File: config.mk
export PLATFORM = sky130hd
export DESIGN_NAME = mw_lsu_writeback_flat
export DESIGN_NICKNAME = d
export VERILOG_FILES = /design/src/rtl/mw_lsu_writeback_pkg.sv /design/src/rtl/mw_lsu_writeback_if.sv /design/src/rtl/mw_lsu_writeback_align.sv /design/src/rtl/mw_lsu_writeback.sv /design/src/flat_wrapper.sv
export SDC_FILE = /design/constraint.sdc
export NUM_CORES = 1
export LEC_CHECK = 0
export CAP_MARGIN = 20
export CORE_AREA = 2 2 108 110
export CTS_CLUSTER_DIAMETER = 80
export CTS_CLUSTER_SIZE = 8
export DETAILED_ROUTE_END_ITERATION = 8
export DIE_AREA = 0 0 110 112
export PLACE_DENSITY = 0.79
export SETUP_SLACK_MARGIN = 0.1
export SYNTH_ARGS = -nofsm -noshare
export SYNTH_HDL_FRONTEND = slang
export SYNTH_SLANG_ARGS = --single-unit
File: constraint.sdc
create_clock -name clk -period 3.7 [get_ports clk]
set_input_delay 0.74 -clock clk [delete_from_list [all_inputs] [get_ports clk]]
set_output_delay 0.74 -clock clk [all_outputs]
set_load 0.03 [all_outputs]
File: src/rtl/mw_lsu_writeback_pkg.sv
`default_nettype none
// ============================================================================
// Module   : mw_lsu_writeback_pkg
// Purpose  : Shared funct3 codes, writeback selects and LSU state encoding
// Revision : 1.0
// ============================================================================
package mw_lsu_writeback_pkg;

    localparam logic [2:0] c_F3_LB  = 3'b000;
    localparam logic [2:0] c_F3_LH  = 3'b001;
    localparam logic [2:0] c_F3_LW  = 3'b010;
    localparam logic [2:0] c_F3_LBU = 3'b100;
    localparam logic [2:0] c_F3_LHU = 3'b101;
    localparam logic [2:0] c_F3_SB  = 3'b000;
    localparam logic [2:0] c_F3_SH  = 3'b001;
    localparam logic [2:0] c_F3_SW  = 3'b010;

    typedef enum logic [1:0] {
        WB_ALU  = 2'b00,
        WB_LOAD = 2'b01,
        WB_PC4  = 2'b10,
        WB_RSVD = 2'b11
    } wb_sel_e;

    typedef enum logic [1:0] {
        ST_IDLE = 2'b00,
        ST_WAIT = 2'b01,
        ST_ERR  = 2'b10
    } lsu_state_e;

endpackage : mw_lsu_writeback_pkg
`default_nettype wire

File: src/rtl/mw_lsu_writeback_if.sv
`default_nettype none
// ============================================================================
// Module   : mw_lsu_writeback_if
// Purpose  : Data-memory req/ack bus between the LSU (master) and memory
// Revision : 1.0
// ============================================================================
interface mw_lsu_writeback_if;
    logic        req;
    logic        we;
    logic [31:0] addr;
    logic [3:0]  be;
    logic [31:0] wdata;
    logic [31:0] rdata;
    logic        ack;

    modport master (
        output req, we, addr, be, wdata,
        input  rdata, ack
    );

    modport slave (
        input  req, we, addr, be, wdata,
        output rdata, ack
    );
endinterface : mw_lsu_writeback_if
`default_nettype wire

File: src/rtl/mw_lsu_writeback_align.sv
`default_nettype none
// ============================================================================
// Module   : mw_lsu_writeback_align
// Purpose  : Byte-lane steering for stores and sign/zero extraction for loads
// Revision : 1.0
// ============================================================================
module mw_lsu_writeback_align
    import mw_lsu_writeback_pkg::*;
(
    input  wire logic [2:0]  funct3,
    input  wire logic [1:0]  addr_lo,
    input  wire logic        is_store,
    input  wire logic [31:0] wd,
    input  wire logic [31:0] rdata,
    output logic      [3:0]  be,
    output logic      [31:0] wdata,
    output logic      [31:0] load_data,
    output logic             misaligned
);

    logic [7:0]  w_byte;
    logic [15:0] w_half;

    always_comb begin
        case (addr_lo)
            2'b00:   w_byte = rdata[7:0];
            2'b01:   w_byte = rdata[15:8];
            2'b10:   w_byte = rdata[23:16];
            default: w_byte = rdata[31:24];
        endcase
        w_half = addr_lo[1] ? rdata[31:16] : rdata[15:0];
    end

    always_comb begin
        be         = 4'b1111;
        wdata      = wd;
        load_data  = rdata;
        misaligned = 1'b0;
        // funct3[1:0] selects size; 011/110/111 fall through to word access
        case (funct3[1:0])
            2'b00: begin
                if (is_store) begin
                    be    = 4'b0001 << addr_lo;
                    wdata = {4{wd[7:0]}};
                end
                load_data = funct3[2] ? {24'h0, w_byte} : {{24{w_byte[7]}}, w_byte};
            end
            2'b01: begin
                misaligned = addr_lo[0];
                if (is_store) begin
                    be    = addr_lo[1] ? 4'b1100 : 4'b0011;
                    wdata = {2{wd[15:0]}};
                end
                load_data = funct3[2] ? {16'h0, w_half} : {{16{w_half[15]}}, w_half};
            end
            default: begin
                misaligned = (addr_lo != 2'b00);
            end
        endcase
    end

endmodule : mw_lsu_writeback_align
`default_nettype wire

File: src/rtl/mw_lsu_writeback.sv
`default_nettype none
// ============================================================================
// Module   : mw_lsu_writeback
// Purpose  : RV32I memory/writeback stage: req/ack load-store, writeback mux
// Revision : 1.0
// ============================================================================
module mw_lsu_writeback
    import mw_lsu_writeback_pkg::*;
#(
    parameter int TIMEOUT_CYCLES = 16
) (
    input  wire logic        clk,
    input  wire logic        rst,
    input  wire logic [31:0] pc_mw,
    input  wire logic [31:0] inst_mw,
    input  wire logic [31:0] alu_mw,
    input  wire logic [31:0] wd_mw,
    input  wire logic [1:0]  wb_sel_mw,
    input  wire logic        reg_wr_mw,
    input  wire logic        wr_en_mw,
    input  wire logic        rd_en_mw,
    mw_lsu_writeback_if.master dmem,
    output logic             stall_o,
    output logic             rf_we,
    output logic      [4:0]  rf_waddr,
    output logic      [31:0] rf_wdata,
    output logic             misalign_err,
    output logic             bus_err
);

    localparam int CNT_W = $clog2(TIMEOUT_CYCLES + 1);
    localparam logic [CNT_W-1:0] c_CNT_LAST = CNT_W'(TIMEOUT_CYCLES - 1);

    lsu_state_e       r_state;
    logic [CNT_W-1:0] r_cnt;

    logic        w_mem_op;
    logic        w_misaligned;
    logic [31:0] w_load_data;
    logic [4:0]  w_rd;
    logic        w_unused;

    assign w_rd     = inst_mw[11:7];
    assign w_mem_op = rd_en_mw | wr_en_mw;
    assign w_unused = ^{inst_mw[31:15], inst_mw[6:0]};

    mw_lsu_writeback_align u_align (
        .funct3     (inst_mw[14:12]),
        .addr_lo    (alu_mw[1:0]),
        .is_store   (wr_en_mw),
        .wd         (wd_mw),
        .rdata      (dmem.rdata),
        .be         (dmem.be),
        .wdata      (dmem.wdata),
        .load_data  (w_load_data),
        .misaligned (w_misaligned)
    );

    // Attributes track the MW inputs, which the stall keeps frozen during WAIT
    assign dmem.we   = wr_en_mw;
    assign dmem.addr = {alu_mw[31:2], 2'b00};

    always_comb begin
        dmem.req     = 1'b0;
        misalign_err = 1'b0;
        bus_err      = 1'b0;
        if (!rst) begin
            case (r_state)
                ST_IDLE: begin
                    dmem.req     = w_mem_op & ~w_misaligned;
                    misalign_err = w_mem_op & w_misaligned;
                end
                ST_WAIT: dmem.req = 1'b1;
                ST_ERR:  bus_err  = 1'b1;
                default: ;
            endcase
        end
    end

    assign stall_o  = dmem.req & ~dmem.ack;
    assign rf_waddr = w_rd;
    assign rf_we    = ~rst & reg_wr_mw & (w_rd != 5'd0) & ~stall_o
                      & ~misalign_err & (r_state != ST_ERR);

    always_comb begin
        case (wb_sel_mw)
            WB_LOAD: rf_wdata = w_load_data;
            WB_PC4:  rf_wdata = pc_mw + 32'd4;
            default: rf_wdata = alu_mw;
        endcase
    end

    always_ff @(posedge clk) begin
        if (rst) begin
            r_state <= ST_IDLE;
            r_cnt   <= '0;
        end else begin
            case (r_state)
                ST_IDLE: begin
                    if (dmem.req && !dmem.ack) begin
                        r_state <= ST_WAIT;
                        r_cnt   <= CNT_W'(1);
                    end else begin
                        r_cnt   <= '0;
                    end
                end
                ST_WAIT: begin
                    if (dmem.ack) begin
                        r_state <= ST_IDLE;
                        r_cnt   <= '0;
                    end else if (r_cnt == c_CNT_LAST) begin
                        r_state <= ST_ERR;
                        r_cnt   <= '0;
                    end else begin
                        r_cnt   <= r_cnt + CNT_W'(1);
                    end
                end
                ST_ERR: begin
                    r_state <= ST_IDLE;
                    r_cnt   <= '0;
                end
                default: begin
                    r_state <= ST_IDLE;
                    r_cnt   <= '0;
                end
            endcase
        end
    end

endmodule : mw_lsu_writeback
`default_nettype wire

File: src/flat_wrapper.sv
// flat-port wrapper written by rule: the top's interface ports become plain ports
module mw_lsu_writeback_flat import mw_lsu_writeback_pkg::*;
#(
    parameter int TIMEOUT_CYCLES = 16
)
  (clk, rst, pc_mw, inst_mw, alu_mw, wd_mw, wb_sel_mw, reg_wr_mw, wr_en_mw, rd_en_mw, stall_o, rf_we, rf_waddr, rf_wdata, misalign_err, bus_err, dmem_req, dmem_we, dmem_addr, dmem_be, dmem_wdata, dmem_rdata, dmem_ack);
  mw_lsu_writeback_if dmem_i ();
  input  wire logic clk;
  input  wire logic rst;
  input  wire logic [31:0] pc_mw;
  input  wire logic [31:0] inst_mw;
  input  wire logic [31:0] alu_mw;
  input  wire logic [31:0] wd_mw;
  input  wire logic [1:0] wb_sel_mw;
  input  wire logic reg_wr_mw;
  input  wire logic wr_en_mw;
  input  wire logic rd_en_mw;
  output logic stall_o;
  output logic rf_we;
  output logic      [4:0] rf_waddr;
  output logic      [31:0] rf_wdata;
  output logic misalign_err;
  output logic bus_err;
  output wire logic [$bits(dmem_i.req)-1:0] dmem_req;
  output wire logic [$bits(dmem_i.we)-1:0] dmem_we;
  output wire logic [$bits(dmem_i.addr)-1:0] dmem_addr;
  output wire logic [$bits(dmem_i.be)-1:0] dmem_be;
  output wire logic [$bits(dmem_i.wdata)-1:0] dmem_wdata;
  input wire logic [$bits(dmem_i.rdata)-1:0] dmem_rdata;
  input wire logic [$bits(dmem_i.ack)-1:0] dmem_ack;
  assign dmem_req = dmem_i.req;
  assign dmem_we = dmem_i.we;
  assign dmem_addr = dmem_i.addr;
  assign dmem_be = dmem_i.be;
  assign dmem_wdata = dmem_i.wdata;
  assign dmem_i.rdata = dmem_rdata;
  assign dmem_i.ack = dmem_ack;
  mw_lsu_writeback #(.TIMEOUT_CYCLES(TIMEOUT_CYCLES)) u_core (.clk(clk), .rst(rst), .pc_mw(pc_mw), .inst_mw(inst_mw), .alu_mw(alu_mw), .wd_mw(wd_mw), .wb_sel_mw(wb_sel_mw), .reg_wr_mw(reg_wr_mw), .wr_en_mw(wr_en_mw), .rd_en_mw(rd_en_mw), .dmem(dmem_i), .stall_o(stall_o), .rf_we(rf_we), .rf_waddr(rf_waddr), .rf_wdata(rf_wdata), .misalign_err(misalign_err), .bus_err(bus_err));
endmodule
# Yosys cells after proc, flatten, opt, wreduce, memory -nomap -nowiden
# Index checks and enable logic that the tools add are counted.
[classes]
n_reduce_logical = 8
addsub = 2
shift = 1
bitwise_logic = 14
n_eq_ne = 11
muxes = 28
[op_table]
columns = ["op", "n"]
rows = [
  ["one-hot mux 32 bit (2 select lines)", 3],
  ["2-to-1 mux 32 bit", 4],
  ["adder 32 x 3 -> 32 bit, second input constant", 1],
  ["one-hot mux 8 bit (3 select lines)", 1],
  ["2-to-1 mux 16 bit", 1],
  ["2-to-1 mux 4 bit", 3],
  ["2-to-1 mux 5 bit", 2],
  ["one-hot mux 5 bit (2 select lines)", 1],
  ["bitwise AND 1 bit", 8],
  ["== test 2 x 1 -> 1 bit, second input constant", 4],
  ["one-hot mux 4 bit (2 select lines)", 1],
  ["== test 2 bit, second input constant", 3],
  ["logical NOT 2 bit", 3],
  ["2-to-1 mux 1 bit", 6],
  ["2-to-1 mux 2 bit", 3],
  ["adder 5 x 1 -> 5 bit, second input constant", 1],
  ["== test 5 x 4 -> 1 bit, second input constant", 1],
  ["inverter 1 bit", 5],
  ["nonzero test 5 bit", 1],
  ["one-hot mux 1 bit (2 select lines)", 2],
  ["one-hot mux 2 bit (2 select lines)", 1],
  ["<< shifter 1 x 2 -> 4 bit, first input constant", 1],
  ["inequality test 3 x 2 -> 1 bit, second input constant", 1],
  ["inequality test 2 x 1 -> 1 bit, second input constant", 1],
  ["other kinds (6)", 6],
]
[word_totals]
elab_cells = 66
in_bits = 168
output_inout_bits = 111
regBits = 7

# Logic depth before layout (Yosys ltp)
# Gate-level depths: netlist (run 1).
[depth]
depth_word = 11
depth_mapped = 8

# By module
# Synthesis (run 1) repeated with hierarchy kept, for this count alone.
[hier_totals]
hier_cells = 501
hier_area_um2 = 3274.4
[modules_own_cells]
columns = ["module", "n_inst", "area_per_inst_um2", "cells_per_inst"]
rows = [
  ["mw_lsu_writeback", 1, 1924.3, 287],
  ["mw_lsu_writeback_align", 1, 1350.0, 214],
]

# Worst setup path after synthesis (run 1)
# Ideal clock, no wire load.
[synth_timing]
path_kind = "input to output"
startpoint = "input port inst_mw[12]"
endpoint = "output port rf_wdata[2]"
t_required_ns = 2.960
n_path_buf = 2
arrival_ns = 2.414
cell_stages = 7
setup_slack_ns = 0.546
path_cell_list = "clkbuf_1 > nor2b_1 > buf_2 > nand2_1 > a31oi_1 > o22ai_1 > o21ai_0"
[synth_between]
elab_chain_cells = 3
word_cells_on_any_way = 4
cone_classes = "eq/ne: 1; mux: 2; reduce/logical: 1"
[synth_rtl]
columns = ["item", "line", "text"]
rows = [
  ["from (decl)", "flat_wrapper.sv:11", "input wire logic [31:0] inst_mw;"],
  ["== test 2 x 1 -> 1 bit or logical NOT 2 bit (tied branches)", "mw_lsu_writeback_align.sv:40", "case (funct3[1:0])"],
  ["one-hot mux 32 bit (2 select lines) *", "mw_lsu_writeback_align.sv:40", ""],
  ["one-hot mux 32 bit (2 select lines) *", "mw_lsu_writeback.sv:86", "case (wb_sel_mw)"],
  ["to (decl)", "flat_wrapper.sv:21", "output logic [31:0] rf_wdata;"],
]
# Mark *: on every way between the ends. The rest lies on a longest branch, timed or not.

# Final worst setup path (run 1)
[layout_timing]
startpoint = "input port alu_mw[0]"
endpoint = "output port rf_wdata[9]"
[layout_between]
elab_chain_cells = 5
word_cells_on_any_way = 7
cone_classes = "eq/ne: 2; mux: 4; reduce/logical: 1"
[layout_rtl]
columns = ["item", "line", "text"]
rows = [
  ["from (decl)", "flat_wrapper.sv:12", "input wire logic [31:0] alu_mw;"],
  ["== test 2 bit (tied with other cells)", "mw_lsu_writeback_align.sv:25", "case (addr_lo)"],
  ["one-hot mux 8 bit (3 select lines) *", "mw_lsu_writeback_align.sv:25", ""],
  ["2-to-1 mux 32 bit *", "mw_lsu_writeback_align.sv:46", "load_data = funct3[2] ? {24'h0, w_byte} : {{24{w_byte[7]}}, w_byte};"],
  ["one-hot mux 32 bit (2 select lines) *", "mw_lsu_writeback_align.sv:40", ""],
  ["one-hot mux 32 bit (2 select lines) *", "mw_lsu_writeback.sv:86", ""],
]
# Marked as above.

==> impl_metrics.ini, run 1 <==
[synthesis]
yosys.area.top_type = buf_4
yosysSeqAreaShare_pct = 4.891
synth_top_area_share_pct = 12.58
synthCells = 433
async_reset_ff_share_pct = 0
synth.distinct_cells = 60
yosys-top-cells-count = nand2_1, buf_4, nor2_1, o21ai_0, a21oi_1
synth.area.top_cells = buf_4, nand2_1, a221oi_1
synth_edf_count = 0
yosysWarnings = 0
ys_seq_elements = 7
syn_area_um2 = 2865
synth_most_common_cell = nand2_1
synth-main-ff-cell = dfxtp_1
post_synth.cell_area_avg_um2 = 6.617

[sta]
fin_setup_tns_ns = 0
slew_viol_final = 0
skew_ns = 0.002153
whs_ns = 0.4379
fmax_mhz = 280.7
post-route-min-period_ns = 3.563
hold_viol = 0
period_share_pct = 96.29
worstMarginPinSlew_ns = 0.5291
setup_violations = 0
max-slew-margin-rel_pct = 64.64
rsz0062_at_grt = true

[worst_setup_path]
crit_chain = clkdlybuf4s50_1 -> nor2_1 -> o211ai_2 -> o21a_2 -> a221oi_1 -> a221o_1 -> buf_4
worstPathArrival_ns = 2.82
cpPeakStageDelay_ns = 0.55
path_class = input port to output port
cp-start-kind = input port
critPathSlowestCell = clkdlybuf4s50_1
r2r_slack_ns = 2.37
cp_max_fo = 7
worstPathRequired_ns = 2.96
rr_startpoint = u_core.r_cnt[0]
r2r_end = u_core.r_state[0]
reg2reg_depth = 5
worstSetupEndpointType = output port

[clock_tree]
cts_buffers = 3
postCtsHoldBufs = 0
root_buffer = clkbuf_16
cts_tree = done
clockBufferDepth = 2
clk_pin_slew_ns = 0.04
htreeDepth = 1
cts_sinks = 7
clkLatencyLatePin_ns = 0.23

[final_layout]
nets = 821
num_antenna_cells = 0
area_delta_synth_final_pct = 86.33
final_layout_size_suffix_gt1_share_pct = 18.98

[grt]
grt_pass1_vias = 4079
grt_remaining_overflow = 0
grt_max_degree = 41
grt_pass1_wl_um = 21600
grtUsageTotal_pct = 22.32
antenna_found_initial = 0

[floorplan]
die_area_um2 = 12320
start_util_pct = 25.64
core_area_um2 = 11170
num_rows = 39
die_height_um = 112
io_pins = 279
dieWidth_um = 110

[detailed_routing]
dr_total_vias = 4131
dr.pass1.iters = 5
drcViolationCount = 0
wl_um = 14590
drtAntennaViolNets = 0
drt_iter0_drc = 296
viasPerCell = 5.223
route.detailed.wl_per_inst_um = 18.44

[placed_design]
place.gp.congestion = 0.9184
port-buffer-count = 252
place_hpwl_um = 12200

[power_and_ir_drop]
ir_drop_mv = 0.3025
power_density_nw_per_um2 = 204.2
power_leakage_nw = 2.115

[hold_path]
hold_path_depth = 2
min_to = u_core.r_cnt[4]
hp-class = flip-flop to flip-flop
min_from = u_core.r_cnt[4]

[outcome]
outcome = finished clean

[flow_run]
maxCapViolCount = 0
-- layout make-up --
class,count,area (µm²)
fill,1124,5836
timing repair buffer,278,2615
multi-input combinational,342,2262
tap,143,178.9
sequential,7,140.1
clock buffer,4,78.83
inverter,17,63.81
-- sequential cells by signal, indices dropped and copies added (netlist names) --
| name | cells |
|---|---|
| u_core.r_cnt | 5 |
| u_core.r_state | 2 |
-- per-layer routing --
metal,wire length (µm),vias to the layer above,global-route usage (%)
li1,-,1972,-
met1,6123,1925,29.04
met2,7123,210,38.73
met3,1005,24,2.752
met5,0,-,0
met4,333,0,5.063
-- logic make-up (layout without fill, tap and decap cells) --
group           after synthesis  count (layout)  share of synthesized area [%]
simple gates                171             171                          31.05
compound gates              115             115                          27.42
buf+inv                      85             299                          18.12
xor+xnor                     29              29                          8.865
mux                          21              21                          7.773
flops                         7               7                          4.891
fa+ha+maj                     4               4                          1.747
other cells                   1               2                         0.1309
-- power by group --
part | internal (mW) | switching, mW | total [mW]
registers | 0.0769 | 0.00121 | 0.0781
logic | 0.376 | 0.450 | 0.826
clock network | 0.143 | 0.0423 | 0.186
total | 0.597 | 0.494 | 1.09
-- layout by cell type (no fill, tap or decap), drive strengths merged, types with 2 or more instances in the layout --
master and instances:
a221oi 24, a21oi 25, nor2 36, o31ai 3, nand4 11, or3 3, nand3 13, nor2b 7
nor3b 6, o22a 2, mux2i 11, xor2 22, o221ai 2, clkbuf 4, o22ai 4, ha 4
a22oi 4, inv 16, clkdlybuf4s50 189, and2 2, buf 88, nand2b 7, a211oi 2, dfxtp 7
a221o 3, xnor2 7, o211ai 2, nor3 10, o21ai 32, a31oi 4, o2111ai 4, mux2 10
or2 2, conb 2, nor4 8, nand2 56, and3 4
-- worst max-delay path by stage --
stage | cells past startpoint | start | endpoint
6_report | 7 | alu_mw[0] | rf_wdata[9]
5_1_grt | 7 | alu_mw[0] | rf_wdata[9]
3_5_place_dp | 7 | pc_mw[4] | rf_wdata[12]
3_3_place_gp | 7 | pc_mw[4] | rf_wdata[22]
2_1_floorplan | 7 | inst_mw[12] | rf_wdata[2]
4_1_cts | 7 | alu_mw[0] | rf_wdata[9]
-- repair_timing --
item / in CTS / in global routing
endpoints found under the setup margin: 0 / 21
resized for setup: 0 / 12
buffers inserted: 0 / 2
-- per-stage QoR --
| stage | std cells | util, % | setup slack [ns] | power, mW | area, µm² |
|---|---|---|---|---|---|
| global placement | 785 | 46.47 | 0.1682 | 0.8864 | 5192 |
| finish | 791 | 47.78 | 0.1372 | 1.090 | 5339 |
| global route | 791 | 47.78 | 0.07348 | 1.141 | 5339 |
| detailed placement | 785 | 46.47 | 0.1455 | 0.8928 | 5192 |
| CTS | 789 | 47.17 | 0.1320 | 1.082 | 5271 |
| floorplan | 434 | - | 0.5459 | 0.5060 | 2869 |
-- critical path, delay by kind of cell --
family                 cells  cell delay [ns]
AOI/OAI and AO/OA          4             1.08
buffers and inverters      2             0.71
and+or+nand+nor            1             0.29
(Power assumes the default switching activity.)
==> run 2, diff against run 1 <==
--- a/config.mk
+++ b/config.mk
@@ -11,8 +11,10 @@
 export CTS_CLUSTER_SIZE = 8
 export DETAILED_ROUTE_END_ITERATION = 8
 export DIE_AREA = 0 0 110 112
+export GPL_TIMING_DRIVEN = 0
 export PLACE_DENSITY = 0.79
 export SETUP_SLACK_MARGIN = 0.1
+export SLEW_MARGIN = 30
 export SYNTH_ARGS = -nofsm -noshare
 export SYNTH_HDL_FRONTEND = slang
 export SYNTH_SLANG_ARGS = --single-unit
==> run 2 against run 1 <==
Compared with the run above: clock power about the same; clock skew up 0.00087 ns; final cell count rose by 6.7%; global-route usage increased by 1.8 points; register-to-register slack got worse by 0.03 ns; core utilization rose by 4.3 points; worst hold slack better by 0.0058 ns; fmax increased by 0.84%; wire length rose by 6.7%; count of clock-buffer cells in the layout unchanged; sequential share of layout area fell by 0.22 points; non-clock buffer count rose by 53; critical endpoint is now dmem_wdata[29].
==> impl_metrics.ini, run 2 (synthesized netlist as in run 1, its figures left out) <==
[floorplan]
dieWidth_um = 110
core_area_um2 = 11170
die_area_um2 = 12320
io_pins = 279
die_height_um = 112
num_rows = 39
start_util_pct = 25.64

[clock_tree]
cts_sinks = 7
clockBufferDepth = 2
htreeDepth = 1
root_buffer = clkbuf_16
clk_pin_slew_ns = 0.04
cts_tree = done
clkLatencyLatePin_ns = 0.24
cts_buffers = 3

[detailed_routing]
drtAntennaViolNets = 0
drcViolationCount = 0
drt_iter0_drc = 282
route.detailed.wl_per_inst_um = 18.43
viasPerCell = 5.224
dr.pass1.iters = 5
dr_total_vias = 4409
wl_um = 15560

[final_layout]
layout_commonest_cell = clkdlybuf4s50_1
fillers = 1088
final_layout_size_suffix_gt1_share_pct = 21.83
nets = 874
largest_reg_flops = 5
area_delta_synth_final_pct = 103.1
final_core_util_pct = 52.08
largest_register = u_core.r_cnt
largest_registers = u_core.r_cnt (5), u_core.r_state (2)
num_antenna_cells = 0
final_cell_mix = clkdlybuf4s50_1, buf_4, nand2_1

[worst_setup_path]
critPathTopFamily = buffers and inverters
r2r_slack_ns = 2.34
rr_startpoint = u_core.r_cnt[0]
worstPathArrival_ns = 2.79
cpPeakStageDelay_ns = 0.70
cp-start-kind = input port
worstPathRequired_ns = 2.96
critPathMostFrequentCell = clkdlybuf4s50_1
r2r_end = u_core.r_state[0]
reg2reg_depth = 5
path_class = input port to output port
critPathBufInv = 4
worstSetupEndpointType = output port
crit_chain = clkdlybuf4s50_1 -> buf_2 -> buf_4 -> mux2i_1 -> a21oi_1 -> clkdlybuf4s50_1
cp_max_fo = 10
critPathSlowestCell = clkdlybuf4s50_1

[power_and_ir_drop]
power_density_nw_per_um2 = 191.9
power_leakage_nw = 2.435
ir_drop_mv = 0.3198
power_mw = 1.117

[placed_design]
place_hpwl_um = 12870
place.gp.congestion = 0.9007
dp_slack_ns = -0.7389
port-buffer-count = 251

[sta]
slew_viol_final = 0
period_share_pct = 95.49
skew_ns = 0.003020
setup_slack_ns = 0.1669
fmax_mhz = 283.0
setup_violations = 0
hold_viol = 0
rsz0062_at_grt = true
post-route-min-period_ns = 3.533

[outcome]
outcome = finished clean

[hold_path]
hold_path_depth = 2
hp-class = flip-flop to flip-flop
min_from = u_core.r_cnt[4]
min_to = u_core.r_cnt[4]

[grt]
grtUsageTotal_pct = 24.09
grt_pass1_vias = 4375
antenna_found_initial = 0
grt_max_degree = 11
grt_pass1_wl_um = 23360
grt_remaining_overflow = 0

[flow_run]
maxCapViolCount = 0
[run 2: changes by cell type in the layout (fill, tap and decap cells not counted), sizes merged]
cell           change
clkdlybuf4s15     +12
buf               -10
clkdlybuf4s50      +3
clkbuf            +20
dlygate4sd2       +17
clkdlybuf4s18      +1
dlymetal6s2s      +10
[run 2: stage by stage]
stage / TNS [ns] / hold slack (ns) / instances / area, µm²
global placement: -18.69 / 0.4176 / 828 / 5560
CTS: -0.003002 / 0.4259 / 839 / 5720
detailed placement: -20.65 / 0.4200 / 828 / 5560
global route: 0 / 0.4610 / 844 / 5819
floorplan: 0 / 0.4050 / 434 / 2869
finish: 0 / 0.4438 / 844 / 5819
[run 2: worst max-delay path by stage]
stage	cells after the start	slack, ns	start	end
finish	6	0.17	inst_mw[12]	dmem_wdata[29]
detailed placement	10	-0.74	wb_sel_mw[0]	rf_wdata[21]
CTS	10	-0.003	wb_sel_mw[0]	rf_wdata[21]
global route	10	0.06	wb_sel_mw[0]	rf_wdata[21]
global placement	10	-0.70	wb_sel_mw[0]	rf_wdata[22]
floorplan	7	0.55	inst_mw[12]	rf_wdata[2]
[run 2: area by class of cell]
cell class | count | area (µm²) | area share [%]
Timing Repair Buffer | 263 | 2550 | 43.82
Multi-Input combinational cell | 342 | 2323 | 39.93
Buffer | 68 | 479.2 | 8.235
Tap cell | 143 | 178.9 | 3.075
Sequential cell | 7 | 140.1 | 2.408
Clock buffer | 4 | 78.83 | 1.355
Inverter | 17 | 68.82 | 1.183
[run 2: per-layer routing]
layer / part of all wire [%] / vias to the layer above / track usage, %
li1: - / 2077 / -
met1: 40 / 2049 / 30.57
met2: 49 / 249 / 40.70
met3: 8.1 / 34 / 3.923
met4: 2.9 / 0 / 8.270
met5: 0 / - / 0
[run 2: timing repair]
item                       CTS  global route
buffers inserted             7             5
hold buffers                 0             0
resized for setup          170            51
setup endpoints to repair   63            43
pin swaps                    4             3
hold endpoints to repair     0             0
[run 2: worst register-to-register path, stage by stage (launching register included)]
cell and delay, ns:
dfxtp_1 0.36, ha_1 0.22, nand3_1 0.11, or2_2 0.32
nand3_1 0.14, o21ai_0 0.10
[run 2: where the power goes]
part           internal, mW  total (mW)  leakage, nW  switching (mW)
clock                 0.144       0.188       0.0382          0.0445
combinational         0.387       0.851         2.34           0.463
sequential           0.0768      0.0779       0.0565         0.00111
total                 0.608        1.12         2.43           0.509
==> patch (config.mk and constraints of run 1) <==
`TIMEOUT_CYCLES` is set to 16 in 2 places; all go to 8.
--- a/src/rtl/mw_lsu_writeback.sv
+++ b/src/rtl/mw_lsu_writeback.sv
@@ -8,5 +8,5 @@
     import mw_lsu_writeback_pkg::*;
 #(
-    parameter int TIMEOUT_CYCLES = 16
+    parameter int TIMEOUT_CYCLES = 8
 ) (
     input  wire logic        clk,
--- a/src/flat_wrapper.sv
+++ b/src/flat_wrapper.sv
@@ -2,5 +2,5 @@
 module mw_lsu_writeback_flat import mw_lsu_writeback_pkg::*;
 #(
-    parameter int TIMEOUT_CYCLES = 16
+    parameter int TIMEOUT_CYCLES = 8
 )
   (clk, rst, pc_mw, inst_mw, alu_mw, wd_mw, wb_sel_mw, reg_wr_mw, wr_en_mw, rd_en_mw, stall_o, rf_we, rf_waddr, rf_wdata, misalign_err, bus_err, dmem_req, dmem_we, dmem_addr, dmem_be, dmem_wdata, dmem_rdata, dmem_ack);
Formal check against the unedited RTL: not equivalent (a bounded check fails within 10 cycles, from zero or initial values and one cycle with rst high).
==> patch against run 1 <==
- worst setup slack better by 0.0034 ns
- non-clock buffer count is 48 higher
- core utilization is 3.5 points higher
- register-to-register slack better by 0.14 ns
- total power is 3.0% higher
- final area is 7.4% higher
- global-route usage is 1.8 points higher
- area after synthesis is 0.17% higher
- sequential cell count is 1 lower
- wire length is 4.5% higher
- sequential power is 11% lower
- critical endpoint is now rf_wdata[31]
- highest routed layer unchanged
==> patch: results (changes against run 1) <==
critical_path:
  r2r-end: "u_core.r_cnt[0]"
  crit_end: "rf_wdata[31]"
  cpPeakStageDelay_ns: 0.57  # +0.02 ns
  cp_max_fo: 3  # -4
  arrival_ns: 2.82  # about the same
  timing.rr.start: "u_core.r_state[0]"
  cp-startpoint: "pc_mw[25]"
  critPathTopFamily: "simple AND/OR/NAND/NOR gates"
  r2r_cells: 3  # -2
  slowest_stage: "or4_4"
  r2r_setup_slack_ns: 2.51  # +0.14 ns
global_routing:
  grt_max_degree: 28  # -32%
  grt_first_pass_wirelength_um: 23200  # +7.3%
  grtUsageTotal_pct: 24.1  # +1.8 points
  grt_pass1_vias: 4435  # +8.7%
logic_synthesis:
  seq_area_frac_synth_pct: 4.18  # -0.71 points
  synth_ff_type: "dfxtp_1"
  synth_cell_type_count: 57  # -5.0%
  ys_top_cells_by_area: "buf_4 13%, nand2_1 7.6%, a21oi_1 7.0%"
  ys_top_cells_by_count: "58 x nand2_1, 48 x buf_4, 40 x a21oi_1"
  synthArstFlopShare_pct: 0  # unchanged
  synth_area_per_cell_um2: 6.60  # -0.29%
final_layout:
  biggestRegsByFlops: "u_core.r_cnt (4), u_core.r_state (2)"
  final-instance-count-excl-fill: 835  # +5.6%
  layout-drive-gt1-share_pct: 24.7  # +5.7 points
  nets: 866  # +5.5%
clocking:
  root_buffer: "clkbuf_16"
  htree_num_levels: 1  # unchanged
  clk_latency_ns: 0.23  # about the same
  cts_buffers: 3  # unchanged
  clockBufferDepth: 2  # unchanged
  worst_setup_hold_path_clk_slew_ns: 0.04  # about the same
detailed_routing:
  finalWirelength_um: 15200  # +4.5%
  avgViaCountPerCell: 5.17  # -1.1%
  dr.first_iter.drc_count: 218  # -26%
placement:
  post-place-cells: 831  # +5.9%
  post-place-ws_ns: -0.353  # -0.499 ns
  dp_hpwl_um: 13000  # +6.6%
  place.gp.congestion: 0.954  # +3.8%
sta:
  hold_viol: 0  # unchanged
  fin_crit_sh_pct: 96.2  # about the same
  fin_skew_ns: 0.00206  # -0.0000961 ns
run_status:
  status: "complete, no violations"
power_and_ir_drop:
  p_leak_nw: 2.42  # +14%
  vdd_drop_max_v: 0.000281  # -7.3%
patch: cell types whose count changed after synthesis, moves of 5 or more:
cell / before / now
a21oi_1: 25 / 40
nor3_1: 10 / 17
nor2_1: 35 / 28
inv_1: 16 / 9
nor3b_1: 6 / 0
clkbuf_1: 12 / 18
xor2_1: 22 / 9
o22ai_1: 4 / 9
o221ai_1: 2 / 8
xnor2_1: 7 / 21
a2bb2oi_1: 1 / 6
a221oi_1: 23 / 2
patch: cell families (layout without fill, tap and decap cells):
group	after synthesis	after routing	share of synthesized area, %
multiplexers	24	24	9.33
XOR/XNOR	30	30	9.15
adder cells (fa/ha/maj)	4	4	1.74
AND/OR/NAND/NOR	161	161	29.9
flip-flops	6	6	4.18
other	1	2	0.131
AO/OA/AOI/OAI	126	126	28.1
buffers and inverters	83	339	17.5
patch: layout make-up:
cell class              instances  area (um^2)
clock buffers                   3         75.1
flip-flops and latches          6          120
repair buffers                326         3010
multi-input cells             347         2310
fillers                      1063         5440
inverters                      10         37.5
well taps                     143          179
patch: power by group:
group | switching [mW] | internal [mW]
Combinational | 0.462 | 0.414
Sequential | 0.00232 | 0.0668
Clock | 0.0388 | 0.139
Total | 0.503 | 0.620
patch: layer usage:
metal	up-vias	routed length [um]	track usage (%)
li1	2055	-	-
met5	-	0	0
met1	2017	5950	29.1
met4	0	496	8.78
met2	205	7650	42.0
met3	38	1160	4.22
patch: worst register-to-register path: cells and delay by family (launching register included):
family / cells / cell delay (ns)
DFF: 1 / 0.43
AOI/OAI and AO/OA: 1 / 0.14
and+or+nand+nor: 2 / 0.55
patch: what timing repair did:
item,CTS,global route
pin swaps,0,2
hold buffers,0,0
endpoints found under the setup margin,14,20
resized for setup,42,19
setup buffers,0,1
patch: worst min-delay path by stage:
stage	startpoint	end	slack [ns]	depth (start not counted)
after floorplan	u_core.r_cnt[0]	u_core.r_cnt[0]	0.43	1
after global placement	u_core.r_cnt[0]	u_core.r_cnt[0]	0.45	1
after detailed placement	u_core.r_cnt[0]	u_core.r_cnt[0]	0.47	1
after CTS	u_core.r_cnt[0]	u_core.r_cnt[0]	0.47	1
after global routing	u_core.r_cnt[0]	u_core.r_cnt[0]	0.51	1
final	u_core.r_cnt[0]	u_core.r_cnt[0]	0.47	1
patch: metrics by stage:
stage	power [mW]	area [um^2]	hold WS, ns	util [%]
6_report	1.12	5730	0.471	51.3
5_1_grt	1.18	5730	0.508	51.3
4_1_cts	1.13	5680	0.471	50.9
3_5_place_dp	0.942	5590	0.471	50.0
3_3_place_gp	0.934	5590	0.447	50.0
2_1_floorplan	0.501	2870	0.428	-
